## src/rtl/axi_slave_sched_if.sv

```systemverilog
// Groups the AR/AW address handshakes and the monitored R/B handshakes seen by axi_slave_sched.
// The slave modport is the scheduler's view; the master modport is the surrounding environment.
interface axi_slave_sched_if;
  logic arvalid_m;
  logic arready_m;
  logic awvalid_m;
  logic awready_m;
  logic arvalid_s;
  logic arready_s;
  logic awvalid_s;
  logic awready_s;
  logic rvalid_s;
  logic rready_s;
  logic rlast_s;
  logic bvalid_s;
  logic bready_s;

  modport slave (
    input  arvalid_m, awvalid_m, arready_s, awready_s,
    input  rvalid_s, rready_s, rlast_s, bvalid_s, bready_s,
    output arready_m, awready_m, arvalid_s, awvalid_s
  );

  modport master (
    output arvalid_m, awvalid_m, arready_s, awready_s,
    output rvalid_s, rready_s, rlast_s, bvalid_s, bready_s,
    input  arready_m, awready_m, arvalid_s, awvalid_s
  );
endinterface

```

## src/rtl/axi_slave_sched.sv

```systemverilog
// Single-outstanding AR/AW scheduler in front of a 128-bit AXI slave; reads win unless a write is starved.
// Define AXI_SLAVE_SCHED_FAIR_EN to bound consecutive read grants to RD_BURST_MAX while a write waits.
module axi_slave_sched #(
  parameter int RD_BURST_MAX = 4
) (
  input  logic                    pll_core_cpuclk,
  input  logic                    pad_cpu_rst,
  axi_slave_sched_if.slave        bus,
  output logic                    sched_busy,
  output logic                    sched_grant_wr
);

  typedef enum logic [1:0] {
    IDLE = 2'd0,
    RD   = 2'd1,
    WR   = 2'd2
  } state_t;

  state_t r_state;
  state_t w_stateNext;
  logic   w_forceWr;
  logic   w_idle;
  logic   w_selRd;
  logic   w_selWr;
  logic   w_rdGrant;
  logic   w_wrGrant;

  // Outputs are held low while reset is asserted, so IDLE only counts when out of reset.
  assign w_idle    = (r_state == IDLE) && !pad_cpu_rst;
  assign w_selRd   = bus.arvalid_m & ~w_forceWr;
  assign w_selWr   = bus.awvalid_m & ~w_selRd;
  assign w_rdGrant = w_idle & w_selRd & bus.arready_s;
  assign w_wrGrant = w_idle & w_selWr & bus.awready_s;

`ifdef AXI_SLAVE_SCHED_FAIR_EN
  logic [3:0] r_rdStreak;

  always_ff @(posedge pll_core_cpuclk) begin
    if (pad_cpu_rst) begin
      r_rdStreak <= 4'd0;
    end else if (w_wrGrant) begin
      r_rdStreak <= 4'd0;
    end else if (w_rdGrant && bus.awvalid_m && (r_rdStreak != 4'(RD_BURST_MAX))) begin
      r_rdStreak <= r_rdStreak + 4'd1;
    end
  end

  assign w_forceWr = bus.awvalid_m & (r_rdStreak == 4'(RD_BURST_MAX));
`else
  assign w_forceWr = 1'b0;
`endif

  always_ff @(posedge pll_core_cpuclk) begin
    if (pad_cpu_rst) begin
      r_state <= IDLE;
    end else begin
      r_state <= w_stateNext;
    end
  end

  always_comb begin
    w_stateNext   = r_state;
    bus.arvalid_s = 1'b0;
    bus.arready_m = 1'b0;
    bus.awvalid_s = 1'b0;
    bus.awready_m = 1'b0;
    sched_busy    = 1'b0;
    case (r_state)
      IDLE: begin
        if (!pad_cpu_rst) begin
          bus.arvalid_s = w_selRd;
          bus.arready_m = bus.arready_s & w_selRd;
          bus.awvalid_s = w_selWr;
          bus.awready_m = bus.awready_s & w_selWr;
        end
        if (w_rdGrant) begin
          w_stateNext = RD;
        end else if (w_wrGrant) begin
          w_stateNext = WR;
        end
      end
      RD: begin
        sched_busy = !pad_cpu_rst;
        // Only the final R beat closes the read; earlier beats pass through untouched.
        if (bus.rvalid_s && bus.rready_s && bus.rlast_s) begin
          w_stateNext = IDLE;
        end
      end
      WR: begin
        sched_busy = !pad_cpu_rst;
        if (bus.bvalid_s && bus.bready_s) begin
          w_stateNext = IDLE;
        end
      end
      default: begin
        w_stateNext = IDLE;
      end
    endcase
  end

  always_ff @(posedge pll_core_cpuclk) begin
    if (pad_cpu_rst) begin
      sched_grant_wr <= 1'b0;
    end else if (w_wrGrant) begin
      sched_grant_wr <= 1'b1;
    end else if (w_rdGrant) begin
      sched_grant_wr <= 1'b0;
    end
  end

endmodule

```

## src/flat_wrapper.sv

```systemverilog
// flat-port wrapper written by rule: the top's interface ports become plain ports
module axi_slave_sched_flat 
#(
  parameter int RD_BURST_MAX = 4
)
  (pll_core_cpuclk, pad_cpu_rst, sched_busy, sched_grant_wr, bus_arvalid_m, bus_awvalid_m, bus_arready_s, bus_awready_s, bus_rvalid_s, bus_rready_s, bus_rlast_s, bus_bvalid_s, bus_bready_s, bus_arready_m, bus_awready_m, bus_arvalid_s, bus_awvalid_s);
  axi_slave_sched_if bus_i ();
  input  logic pll_core_cpuclk;
  input  logic pad_cpu_rst;
  output logic sched_busy;
  output logic sched_grant_wr;
  input wire logic [$bits(bus_i.arvalid_m)-1:0] bus_arvalid_m;
  input wire logic [$bits(bus_i.awvalid_m)-1:0] bus_awvalid_m;
  input wire logic [$bits(bus_i.arready_s)-1:0] bus_arready_s;
  input wire logic [$bits(bus_i.awready_s)-1:0] bus_awready_s;
  input wire logic [$bits(bus_i.rvalid_s)-1:0] bus_rvalid_s;
  input wire logic [$bits(bus_i.rready_s)-1:0] bus_rready_s;
  input wire logic [$bits(bus_i.rlast_s)-1:0] bus_rlast_s;
  input wire logic [$bits(bus_i.bvalid_s)-1:0] bus_bvalid_s;
  input wire logic [$bits(bus_i.bready_s)-1:0] bus_bready_s;
  output wire logic [$bits(bus_i.arready_m)-1:0] bus_arready_m;
  output wire logic [$bits(bus_i.awready_m)-1:0] bus_awready_m;
  output wire logic [$bits(bus_i.arvalid_s)-1:0] bus_arvalid_s;
  output wire logic [$bits(bus_i.awvalid_s)-1:0] bus_awvalid_s;
  assign bus_i.arvalid_m = bus_arvalid_m;
  assign bus_i.awvalid_m = bus_awvalid_m;
  assign bus_i.arready_s = bus_arready_s;
  assign bus_i.awready_s = bus_awready_s;
  assign bus_i.rvalid_s = bus_rvalid_s;
  assign bus_i.rready_s = bus_rready_s;
  assign bus_i.rlast_s = bus_rlast_s;
  assign bus_i.bvalid_s = bus_bvalid_s;
  assign bus_i.bready_s = bus_bready_s;
  assign bus_arready_m = bus_i.arready_m;
  assign bus_awready_m = bus_i.awready_m;
  assign bus_arvalid_s = bus_i.arvalid_s;
  assign bus_awvalid_s = bus_i.awvalid_s;
  axi_slave_sched #(.RD_BURST_MAX(RD_BURST_MAX)) u_core (.pll_core_cpuclk(pll_core_cpuclk), .pad_cpu_rst(pad_cpu_rst), .bus(bus_i), .sched_busy(sched_busy), .sched_grant_wr(sched_grant_wr));
endmodule
```

## config.mk

```make
export PLATFORM = sky130hd
export DESIGN_NAME = axi_slave_sched_flat
export DESIGN_NICKNAME = d
export VERILOG_FILES = /design/src/rtl/axi_slave_sched_if.sv /design/src/rtl/axi_slave_sched.sv /design/src/flat_wrapper.sv
export SDC_FILE = /design/constraint.sdc
export NUM_CORES = 1
export LEC_CHECK = 0
export ABC_AREA = 1
export BUFFER_PORTS_ARGS = -buffer_cell sky130_fd_sc_hd__buf_2
export CAP_MARGIN = 20
export CORE_AREA = 2 2 39 41
export DETAILED_ROUTE_END_ITERATION = 12
export DIE_AREA = 0 0 41 43
export SLEW_MARGIN = 20
export SYNTH_ARGS = -nofsm -noshare
export SYNTH_HDL_FRONTEND = slang
export SYNTH_SLANG_ARGS = --single-unit
```

## constraint.sdc

```tcl
create_clock -name pll_core_cpuclk -period 1.2 [get_ports pll_core_cpuclk]
set_clock_uncertainty 0.05 [all_clocks]
set_input_delay 0.06 -clock pll_core_cpuclk [delete_from_list [all_inputs] [get_ports pll_core_cpuclk]]
set_output_delay 0.06 -clock pll_core_cpuclk [all_outputs]
set_load 0.05 [all_outputs]
```

==> out/results.tsv, run 1 <==
stage	metric	value	unit
run_status	status	finished, violations left	
run_status	violations	negative setup slack	
cells_and_area	drive_gt1_frac	0.7571	
power_and_ir_drop	max-vdd-ir-drop	0.5586	mV
worst_setup_path	reg2reg_to	u_core.r_state[0]	
clocking	clkSlewWorstSetupHoldPaths	40	ps
cells_and_area	nNetsFinal	85	
synthesis	ys_seq_elements	3	
power_and_ir_drop	power	0.0007777	W
synthesis	synth_top_area_frac	0.2474	
routing	wl	703	um
placement	place_congestion	0.7628	
die	row_count	14	
synthesis	yosys.area.top_type	dfxtp_1	
worst_setup_path	rrSetupSlack	-120	ps
worst_setup_path	end_kind	primary output	
sta	maxSlewHeadroom	0.8384	
synthesis	yosys.cell_types.count	10	
routing	wl_per_cell	8.174	um
power_and_ir_drop	p_sw_frac	0.4188	
routing	drc	0	
grt	grt_pass1_vias	313	
routing	drt_iter0_markers	2	
sta	setup_viol	8	
worst_setup_path	ff2ff_path_depth	10	
worst_setup_path	r2r-start	u_core.r_state[0]	
sta	rsz0062_at_grt	true	
die	coreArea	1384	um^2
worst_setup_path	crit_type	flip-flop to primary output	
grt	grt.overflow.total	0	
worst_setup_path	required	1090	ps
worst_hold_path	min_path_cells	2	
grt	grt_pass1_wl	1152	um
power_and_ir_drop	internal-power	0.0004520	W
worst_hold_path	hp-class	input pin to flip-flop	
die	initial_core_util	0.1754	
die	die_area	1763	um^2
die	chipHeight	43	um
synthesis	syn_area_per_cell	5.920	um^2
clocking	cts_made_buffers	3	
synthesis	synth.top_cells.by_area	dfxtp_1 25%, nand2_1 19%, ha_1 15%, inv_1 15%, nor2_1 9.3%	
clocking	cts_sinks	3	
clocking	ctsHoldBuffers	0	
sta	tightest_slew	241.5	ps
sta	finalCriticalPeriod	1391	ps
sta	finalHoldViolCount	0	
cells_and_area	diodes	0	
worst_hold_path	min_to	u_core.sched_grant_wr	
sta	clock.fmax	718.8	MHz
clocking	cts_max_level	1	
clocking	clk_path_buf_depth	2	
power_and_ir_drop	seq_power_share	0.163	
sta	setup-tns-final	-821.6	ps
clocking	cts_tree	built	
power_and_ir_drop	power_density	1331	nW/um^2
die	num_io_pins	17	
clocking	cts_root_buf	clkbuf_4	
cells_and_area	area_growth	140.7	%
placement	io_buffers	16	
grt	grt_max_degree	7	
sta	slew_violations	0	
power_and_ir_drop	combPwrFrac	0.602	
synthesis	yosysWarningCount	0	
worst_setup_path	crit_fanout	3	
synthesis	syn-num-nets	55	
grt	track_usage	0.09829	
worst_setup_path	start_kind	flip-flop	
sta	timing.final.ws_setup	-191.2	ps
cells_and_area	final_core_utilization	0.4222	
routing	drt_first_pass_iters	2	
sta	period_share	1.159	
routing	antenna_left	0	
placement	hpwl	539.7	um
synthesis	netlist_area	242.7	um^2
worst_hold_path	hold_start	pad_cpu_rst	
grt	antenna_found_initial	0	
worst_setup_path	arrival	1280	ps
clocking	clk_latency	240	ps
power_and_ir_drop	power.share.clock	0.236	
run	drv_cap	0	
power_and_ir_drop	power.leakage	0.2681	nW
die	die-width	41	um
routing	via_per_inst	4.070	
synthesis	netlist_instances	41	
synthesis	ys_seq_area_frac	0.2474	
power_and_ir_drop	power_switching	0.0003257	W
routing	vias	350	
## power by group through the flow
| stage | combinational [W] | sequential, W | clock (W) |
|---|---|---|---|
| floorplan | 0.000199 | 0.000132 | 0 |
| global placement | 0.000312 | 0.000128 | 0 |
| finish | 0.000468 | 0.000127 | 0.000183 |
| global route | 0.000504 | 0.000129 | 0.000199 |
| CTS | 0.000410 | 0.000127 | 0.000192 |
| detailed placement | 0.000316 | 0.000128 | 0 |
## area by class of cell
cell class | count | area, um^2
sequential | 3 | 62.56
multi-input combinational | 28 | 230.2
tap | 16 | 20.02
clock buffer | 4 | 26.28
timing repair buffer | 25 | 197.7
fill | 140 | 799.5
inverter | 10 | 47.55
## synth_stat cells
cell type / count
ha_1: 3
o21ai_0: 1
a21oi_1: 3
inv_1: 10
dfxtp_1: 3
nor3_1: 1
nor2_1: 6
nand3_2: 1
nand3_1: 1
nand2_1: 12
## placed cells by master, fill, tap and decap left out, types with 2 or more instances in the layout
master,Yosys,final
buf_4,0,7
clkinvlp_4,0,2
nor2_4,0,3
buf_6,0,4
nand2_1,12,7
nand2_2,0,4
buf_2,0,11
nor2_1,6,3
a21oi_2,0,2
dfxtp_2,0,2
clkbuf_4,0,3
inv_2,0,5
buf_8,0,3
inv_1,10,2
## state kept, by name (all words and copies together), names as in the netlist
| name | count |
|---|---|
| u_core.r_state | 2 |
| u_core.sched_grant_wr | 1 |
## worst max-delay path by stage
stage	startpoint	to	slack, ps	cells after the start
6_report	u_core.r_state[0]	bus_awvalid_s	-190	7
5_1_grt	u_core.r_state[0]	bus_awvalid_s	-260	7
4_1_cts	u_core.r_state[0]	bus_awvalid_s	-190	7
3_5_place_dp	u_core.r_state[0]	bus_awready_m	-80	7
3_3_place_gp	u_core.r_state[0]	bus_awready_m	-80	7
2_1_floorplan	u_core.r_state[0]	bus_awvalid_s	-110	6
## stage by stage
stage	setup slack (ps)	std cells	hold slack [ps]	instance area [um^2]
finish	-191.2	86	47.40	584.3
global placement	-84.38	79	281.2	426.7
global route	-260.2	86	61.34	584.3
detailed placement	-83.31	79	280.8	426.7
floorplan	-108.0	41	71.65	281.5
CTS	-192.4	86	43.07	539.3
## critical path, cell delays in order, from the launching register on
cell and delay, ps:
dfxtp_2 310, inv_2 70, ha_4 150, inv_4 40, nor2_4 110, inv_2 60, nor3_4 110, buf_6 180
## what timing repair did
item	in CTS	in global routing
buffers inserted	3	0
pin swaps	3	9
resized for setup	20	15
setup endpoints to repair	8	8
## kinds of logic after synthesis
| kind of cell | after synthesis | share of synthesized area |
|---|---|---|
| AND/OR/NAND/NOR | 21 | 0.3608 |
| buffers and inverters | 10 | 0.1547 |
| AO/OA/AOI/OAI | 4 | 0.08244 |
| adder cells (fa/ha/maj) | 3 | 0.1547 |
| flip-flops | 3 | 0.2474 |
## per-layer routing
layer  global-route usage  vias to the layer above  wire (um)
met4              0.02000                        0          0
met3              0.07853                        0         81
met1               0.1186                      153        270
met2               0.1344                       16        350
met5                    0                        -          0
li1                     -                      181          -
No activity file was read; power rests on OpenSTA's default activity.
==> inputs of run 2 (changes only) <==
--- a/config.mk
+++ b/config.mk
@@ -11,2 +11,3 @@
 export CORE_AREA = 2 2 39 41
+export CTS_CLUSTER_DIAMETER = 150
 export DETAILED_ROUTE_END_ITERATION = 12
==> constraint.sdc (replaced) <==
create_clock -name pll_core_cpuclk -period 1.2 [get_ports pll_core_cpuclk]
set_clock_uncertainty 0.05 [all_clocks]
set_input_delay 0.24 -clock pll_core_cpuclk [delete_from_list [all_inputs] [get_ports pll_core_cpuclk]]
set_output_delay 0.24 -clock pll_core_cpuclk [all_outputs]
set_load 0.05 [all_outputs]
==> run 2 against run 1 <==
Net effect: the run still ends with negative setup slack left; first-iteration DRC count unchanged; sequential power is essentially flat; count of clock-buffer cells in the layout unchanged; maximum frequency fell by 8.5%; non-clock buffer count up 1; register-to-register slack hardly changed; core utilization decreased by 0.99 points; largest cell class unchanged.
==> out/results.tsv, run 2 (synthesized netlist as in run 1, its figures left out) <==
stage	metric	value	unit
run_status	status	finished, violations left	
run_status	violations	negative setup slack	
worst_setup_path	required	910	ps
clocking	cts_sinks	3	
routing	antenna_left	0	
routing	wl	729	um
clocking	cts_tree	built	
placement	placedInstanceArea	454.2	um^2
clocking	cts_root_buf	clkbuf_4	
worst_setup_path	crit_chain	inv_2 > ha_4 > inv_4 > nor2_4 > nand3_2 > clkinvlp_4 > buf_8	
routing	drt_iter0_markers	2	
sta	timing.final.ws_setup	-320.9	ps
grt	grt_max_degree	6	
sta	finalCriticalPeriod	1521	ps
cells_and_area	final_common_cell	buf_2	
routing	met2_length	344	um
cells_and_area	diodes	0	
sta	rsz0062_at_grt	true	
routing	drc	0	
clocking	cts_made_buffers	3	
cells_and_area	largest_reg_flops	2	
worst_setup_path	crit_type	flip-flop to primary output	
sta	tightest_slew	291.9	ps
clocking	cts_max_level	1	
power_and_ir_drop	power_density	1334	nW/um^2
cells_and_area	drive_gt1_frac	0.7324	
worst_setup_path	end_kind	primary output	
worst_setup_path	max_stage_delay	310	ps
cells_and_area	final_cells	87	
placement	place_congestion	0.7766	
die	coreArea	1384	um^2
grt	track_usage	0.1142	
cells_and_area	reg_top3	u_core.r_state (2), u_core.sched_grant_wr (1)	
sta	maxSlewHeadroom	0.8047	
sta	period_share	1.267	
sta	setup_viol	7	
grt	antenna_found_initial	0	
die	die-width	41	um
cells_and_area	area_growth	135.1	%
placement	io_buffers	16	
cells_and_area	nNetsFinal	86	
clocking	clk_path_buf_depth	2	
run	drv_cap	0	
sta	clock.fmax	657.5	MHz
die	initial_core_util	0.1754	
grt	grt_pass1_wl	1235	um
placement	hpwl	567.3	um
die	num_io_pins	17	
cells_and_area	final_cell_mix	11 x buf_2, 10 x buf_4, 8 x nand2_1, 5 x inv_2	
cells_and_area	fin_area	570.5	um^2
routing	wl_met3	55	um
sta	setup-tns-final	-1629	ps
worst_setup_path	start_kind	flip-flop	
placement	place_inst	81	
routing	top_layer	met4	
sta	finalHoldViolCount	0	
cells_and_area	final_core_utilization	0.4123	
routing	vias	348	
worst_hold_path	hp-class	input pin to flip-flop	
power_and_ir_drop	power.leakage	0.2680	nW
grt	grt_pass1_vias	337	
power_and_ir_drop	max-vdd-ir-drop	0.4365	mV
die	chipHeight	43	um
die	die_area	1763	um^2
routing	drt-met1-wl	286	um
routing	drt_first_pass_iters	3	
die	row_count	14	
grt	grt.overflow.total	0	
sta	hold-worst-slack	212.4	ps
routing	via_per_inst	4.000	
cells_and_area	regMostFlops	u_core.r_state	
routing	wl_per_cell	8.379	um
clocking	clk_latency	230	ps
clocking	clkSlewWorstSetupHoldPaths	30	ps
worst_setup_path	critPathSlowestCell	dfxtp_2	
worst_setup_path	crit_fanout	2	
sta	slew_violations	0	
worst_setup_path	arrival	1230	ps
clocking	ctsHoldBuffers	0	
run 2: cell types whose count changed in the layout (fill, tap and decap cells not counted), sizes merged:
cell,before,now
buf,25,26
run 2: layout make-up:
type,instances,area (um^2)
well taps,16,20.02
fillers,157,813.3
clock buffers,4,26.28
multi-input cells,28,216.5
inverters,10,47.55
repair buffers,26,197.7
flip-flops and latches,3,62.56
run 2: worst paths after layout:
check	cells past startpoint	from	slack (ps)	endpoint
worst max-delay path	7	u_core.r_state[1]	-320	bus_awready_m
worst min-delay path	2	pad_cpu_rst	210	u_core.sched_grant_wr
worst max register to register	10	u_core.r_state[1]	-130	u_core.r_state[0]
worst min register to register	2	u_core.sched_grant_wr	410	u_core.sched_grant_wr
run 2: layer usage:
metal / GRT usage / up-vias
met2: 0.1594 / 15
met3: 0.03141 / 4
li1: - / 183
met4: 0.1400 / 0
met1: 0.1150 / 146
met5: 0 / -
run 2: what timing repair did:
| item | CTS | global route |
|---|---|---|
| setup endpoints to repair | 7 | 8 |
| gates resized for setup | 16 | 9 |
| setup buffers | 1 | 2 |
| pin swaps | 6 | 5 |
run 2: critical path, delay by kind of cell, from the launching register on:
kind	cells	cell delay, ps
buffers and inverters	4	340
flip-flops	1	310
AND/OR/NAND/NOR	2	200
adder cells (fa/ha/maj)	1	150
run 2: per-stage QoR:
stage	power (W)	worst slack [ps]
floorplan	0.0003628	-272.9
global placement	0.0004697	-227.9
detailed placement	0.0004762	-243.7
CTS	0.0007192	-328.0
global route	0.0008294	-392.2
finish	0.0007612	-320.9
run 2: power by group:
group          total (W)  internal (W)  switching [W]
Clock           0.000173      0.000124      0.0000489
Sequential      0.000126      0.000117     0.00000853
Combinational   0.000462      0.000208       0.000255
